`src/rtl/mac_pkg.sv`:
```
// mac_pkg: shared types and constants for the MAC sequencing controller
package mac_pkg;
   typedef enum logic [1:0] {ST_IDLE, ST_ISSUE, ST_DRAIN, ST_DONE} state_e;
   localparam int OP_W        = 8;
   localparam int PROD_W      = 15;
   localparam int MUL_LAT_DEF = 8;
   localparam int CORNER      = 16384;
endpackage

```
`src/rtl/mac_vld_pipe.sv`:
```
// mac_vld_pipe: valid/corner shift register tracking products in flight through the multiplier
module mac_vld_pipe import mac_pkg::*; #(
   parameter int MUL_LAT = MUL_LAT_DEF
) (
   input  logic clk,
   input  logic rst,
   input  logic in_vld,
   input  logic in_cor,
   output logic tail_vld,
   output logic tail_cor,
   output logic rest
);
   localparam logic [MUL_LAT-1:0] NOT_TAIL = {MUL_LAT{1'b1}} >> 1;
   logic [MUL_LAT-1:0] vld_q;
   logic [MUL_LAT-1:0] cor_q;
   // shift one issue marker per cycle; reset discards everything in flight
   always_ff @(posedge clk) begin
      if (rst) begin
         vld_q <= '0;
         cor_q <= '0;
      end else begin
         vld_q <= MUL_LAT'({vld_q, in_vld});
         cor_q <= MUL_LAT'({cor_q, in_vld & in_cor});
      end
   end
   assign tail_vld = vld_q[MUL_LAT-1];
   assign tail_cor = cor_q[MUL_LAT-1];
   assign rest     = |(vld_q & NOT_TAIL);
endmodule

```
`src/rtl/mac_seq_ctrl.sv`:
```
// mac_seq_ctrl: dot-product sequencer around an external pipelined multiplier; MAC_SAT_EN enables saturation
module mac_seq_ctrl import mac_pkg::*; #(
   parameter int MUL_LAT = MUL_LAT_DEF,
   parameter int ACC_W   = 24,
   parameter int LEN_W   = 8
) (
   input  logic                     clk,
   input  logic                     rst,
   input  logic                     start,
   input  logic [LEN_W-1:0]         cfg_len,
   output logic                     busy,
   input  logic                     in_valid,
   output logic                     in_ready,
   input  logic signed [OP_W-1:0]   in_x,
   input  logic signed [OP_W-1:0]   in_y,
   output logic [OP_W-1:0]          mul_x,
   output logic [OP_W-1:0]          mul_y,
   input  logic signed [PROD_W-1:0] mul_p,
   output logic                     out_valid,
   input  logic                     out_ready,
   output logic signed [ACC_W-1:0]  out_acc,
   output logic                     out_sat
);
   localparam logic [1:0] IDLE  = 2'(ST_IDLE);
   localparam logic [1:0] ISSUE = 2'(ST_ISSUE);
   localparam logic [1:0] DRAIN = 2'(ST_DRAIN);
   localparam logic [1:0] DONE  = 2'(ST_DONE);
   logic [1:0]              state, state_nx;
   logic [LEN_W-1:0]        cnt;
   logic signed [ACC_W-1:0] acc_q, acc_nx, term;
   logic                    hs, go, tail_vld, tail_cor, rest;
   assign go        = state == IDLE && start;
   assign hs        = state == ISSUE && in_valid;
   assign busy      = state != IDLE;
   assign in_ready  = state == ISSUE;
   assign out_valid = state == DONE;
   assign out_acc   = acc_q;
   assign mul_x     = hs ? in_x : '0;
   assign mul_y     = hs ? in_y : '0;
   // -128*-128 overflows the 15-bit product, so its tail substitutes the true value
   assign term      = tail_cor ? ACC_W'(CORNER) : {{(ACC_W-PROD_W){mul_p[PROD_W-1]}}, mul_p};

   mac_vld_pipe #(.MUL_LAT(MUL_LAT)) u_pipe (
      .clk      (clk),
      .rst      (rst),
      .in_vld   (hs),
      .in_cor   (in_x == 8'h80 && in_y == 8'h80),
      .tail_vld (tail_vld),
      .tail_cor (tail_cor),
      .rest     (rest)
   );

`ifdef MAC_SAT_EN
   localparam logic signed [ACC_W-1:0] ACC_MAX = {1'b0, {(ACC_W-1){1'b1}}};
   localparam logic signed [ACC_W-1:0] ACC_MIN = {1'b1, {(ACC_W-1){1'b0}}};
   logic signed [ACC_W:0] sum;
   logic                  ovf, sat_q;
   assign sum     = {acc_q[ACC_W-1], acc_q} + {term[ACC_W-1], term};
   assign ovf     = sum[ACC_W] != sum[ACC_W-1];
   assign acc_nx  = ovf ? (sum[ACC_W] ? ACC_MIN : ACC_MAX) : sum[ACC_W-1:0];
   assign out_sat = sat_q;
   // sticky per-job saturation flag
   always_ff @(posedge clk)
      sat_q <= (rst || go) ? 1'b0 : (tail_vld && ovf) ? 1'b1 : sat_q;
`else
   assign acc_nx  = acc_q + term;
   assign out_sat = 1'b0;
`endif

   // next-state selection for IDLE -> ISSUE -> DRAIN -> DONE -> IDLE
   always_comb
      state_nx = (state == IDLE)  ? (start ? ((cfg_len == '0) ? DONE : ISSUE) : IDLE) :
                 (state == ISSUE) ? ((hs && cnt == LEN_W'(1)) ? DRAIN : ISSUE) :
                 (state == DRAIN) ? ((tail_vld && !rest) ? DONE : DRAIN) :
                                    (out_ready ? IDLE : DONE);

   // state, remaining count and accumulator registers
   always_ff @(posedge clk) begin
      if (rst) begin
         state <= IDLE;
         cnt   <= '0;
         acc_q <= '0;
      end else begin
         state <= state_nx;
         cnt   <= go ? cfg_len : hs ? cnt - 1'b1 : cnt;
         acc_q <= go ? '0 : tail_vld ? acc_nx : acc_q;
      end
   end
endmodule

```
`config.mk`:
```
export PLATFORM = sky130hd
export DESIGN_NAME = mac_seq_ctrl
export DESIGN_NICKNAME = d
export VERILOG_FILES = /design/src/rtl/mac_pkg.sv /design/src/rtl/mac_vld_pipe.sv /design/src/rtl/mac_seq_ctrl.sv
export SDC_FILE = /design/constraint.sdc
export NUM_CORES = 1
export LEC_CHECK = 0
export BUFFER_PORTS_ARGS = -buffer_cell sky130_fd_sc_hd__buf_2
export CORE_UTILIZATION = 50
export CTS_BUF_LIST = sky130_fd_sc_hd__clkbuf_4 sky130_fd_sc_hd__clkbuf_8
export DETAILED_ROUTE_END_ITERATION = 8
export PLACE_DENSITY = 0.81
export SLEW_MARGIN = 15
export SYNTH_ARGS = -nofsm -noshare
export SYNTH_HDL_FRONTEND = slang
export SYNTH_HIERARCHICAL = 1
export SYNTH_SLANG_ARGS = --single-unit
```
`constraint.sdc`:
```
create_clock -name clk -period 5.9 [get_ports clk]
set_input_delay 0.59 -clock clk [delete_from_list [all_inputs] [get_ports clk]]
set_output_delay 0.59 -clock clk [all_outputs]
set_load 0.02 [all_outputs]
```
==> metrics.txt <==
status complete, but fails checks; failing checks design-rule violations; Clock Skew 0.0101 ns; synthesis-to-layout area growth 16.7%; Die Footprint slightly above 7000 um^2; period utilization 0.552; root cell of the clock tree clkbuf_8; final antenna diode count 0; first-pass GRT wire length roughly 14 mm; crit path capture type register; Max Slew Vio Count 0; crit path max-delay cell type dfxtp_1; worst path bufs/invs 0; Worst slew margin 0.241; FP Rows 29; most used cell, CP a21o_1; count of final setup violators 0; Hold Crit Class reg -> reg; CP Depth 10; crit-path leading delay family compound AO/OA/AOI/OAI gates; worst setup path class reg -> reg; GP Congestion approximately 0.90; Synth async-reset ratio 0; Setup Buffers After CTS 0; Final Hold Viols 0; H-tree levels 2; vias per inst a little over 6; Clock transition at path regs around 0.10 ns; first drt pass iteration count 9; commonest non-fill, non-tap cell in the layout buf_2; NumNets Final 555; Gate Count Post-Synth ~420; Synth Warn # 6; Mapped Nets between 400 and 500; R2R cell count 10; Post-synth EDFFs 0; Seq/Total Area, Yosys 0.297; syn_area_per_cell between 8 and 9 um^2; crit-path cells nor2b_1 -> ha_1 -> fa_1 -> a21o_1 -> a311o_1 -> a31oi_4 -> a21o_1 -> a211oi_1 -> a311oi_1 -> mux2i_1; DR WL/cell about 15 um; Static Leak about 1.8 nW; min cycle time layout around 3.3 ns; register bit total from synthesis 50; Starting Density 0.525; core area 6420 um^2; clock sink count 50; largest net degree at the start of global routing 31; Req. time, crit path ~6.2 ns; worst slew pin tran roughly 1.1 ns; GRT overflow 0; Clock Latency Late Sink 0.31 ns; die span in y about 84 um; number of global-route vias before repair ~3.2k; Via Count 3489; GRT Total Usage 0.234; Tot Pwr around 0.71 mW; Hold Path Stages 1; mapped cell area approximately 3400 um^2; leading cell types in the layout, fill and taps excluded buf_2, dfxtp_1, nor2_1; RSZ-0062 raised after global routing no; CP max stage delay between 0.7 and 0.8 ns; port buffer count 86; quantity of gates resized following cts 0; Crit Path Max Fanout 17; Iter 0 DRT Violations between 200 and 250; Top FF cell, synth dfxtp_1; drt total wl 8.40 mm; CTS tree built; Die Wd about 84 um; Worst Hold Slack between 0.4 and 0.5 ns; Routed Antenna Nets 0; Cell variety after synth 64; fmax between 0.3 and 0.4 GHz; hold_buf cts 0; DP HPWL just over 6 mm; Arr. time, crit path 3.50 ns; CTS max path bufs 2; pwr dens around 180 nW/um^2; Worst Setup Start Kind register; Top Ports 88; worst vdd ir approximately 0.11 mV; # DRC 10; Num CTS Buffers 5; Max Cap Viol 0; setup TNS 0 ns; initial antenna violation count 0; share of layout cells above drive strength 1 0.229
## Yosys cell counts (9+ instances only)
cell / count / area, um^2
a21oi_1: 24 / 120
and3_1: 21 / 131
clkbuf_1: 12 / 45.0
dfxtp_1: 50 / 1000
ha_1: 17 / 213
inv_1: 9 / 33.8
mux2i_1: 16 / 160
nand2_1: 33 / 124
nand3_1: 14 / 70.1
nor2_1: 39 / 146
nor2b_1: 22 / 138
nor3_1: 15 / 75.1
nor4_1: 10 / 62.6
o21ai_0: 13 / 65.1
## logic make-up after synthesis
group / synth area share
AOI/OAI and AO/OA: 0.194
xor gates and xnor gates: 0.0260
adders and majority gates: 0.0690
buffers and inverters: 0.0349
DFF: 0.297
muxes: 0.0475
other: 0.00111
and+or+nand+nor: 0.331
## sequential cells by signal, indices dropped and copies added (netlist names)
name / cells
u_pipe/vld_q: 8
out_acc: 24
u_pipe/cor_q: 8
state: 2
cnt: 8
## metrics by stage
stage	setup WS, ns	util	instances	cell area [um^2]
after floorplan	3.00	-	418	3370
after global placement	2.79	0.595	563	3820
after detailed placement	2.68	0.595	563	3820
after CTS	2.64	0.613	571	3940
after global routing	2.46	0.613	571	3940
final	2.65	0.613	571	3940
## cell type report
type / instances / area, um^2
Clock buffer: 5 / 68.8
Clock inverter: 3 / 43.8
Fill cell: 561 / 2490
Inverter: 9 / 33.8
Multi-Input combinational cell: 340 / 2250
Sequential cell: 50 / 1000
Tap cell: 77 / 96.3
Timing Repair Buffer: 87 / 438
## path summary, 6_finish.rpt
| check | slack (ns) | endpoint | start |
|---|---|---|---|
| worst max register to register | 2.65 | out_acc[22]$_SDFFE_PP0P_ | u_pipe/cor_q[7]$_SDFF_PP0_ |
| worst min register to register | 0.44 | u_pipe/cor_q[6]$_SDFF_PP0_ | u_pipe/cor_q[5]$_SDFF_PP0_ |
| worst max-delay path | 2.65 | out_acc[22]$_SDFFE_PP0P_ | u_pipe/cor_q[7]$_SDFF_PP0_ |
| worst min-delay path | 0.44 | u_pipe/cor_q[6]$_SDFF_PP0_ | u_pipe/cor_q[5]$_SDFF_PP0_ |
## power breakdown
group	internal, mW	total (mW)	switching [mW]
clock network	0.127	0.254	0.126
registers	0.343	0.349	0.00608
logic	0.0426	0.105	0.0628
## per-layer routing
metal / GRT usage / up-vias / part of all wire
met5: 0 / - / 0
met2: 0.425 / 145 / 0.50
met3: 0.0393 / 9 / 0.061
met4: 0.0831 / 0 / 0.013
met1: 0.279 / 1645 / 0.43
li1: - / 1690 / -
No activity file was read; power rests on OpenSTA's default activity.
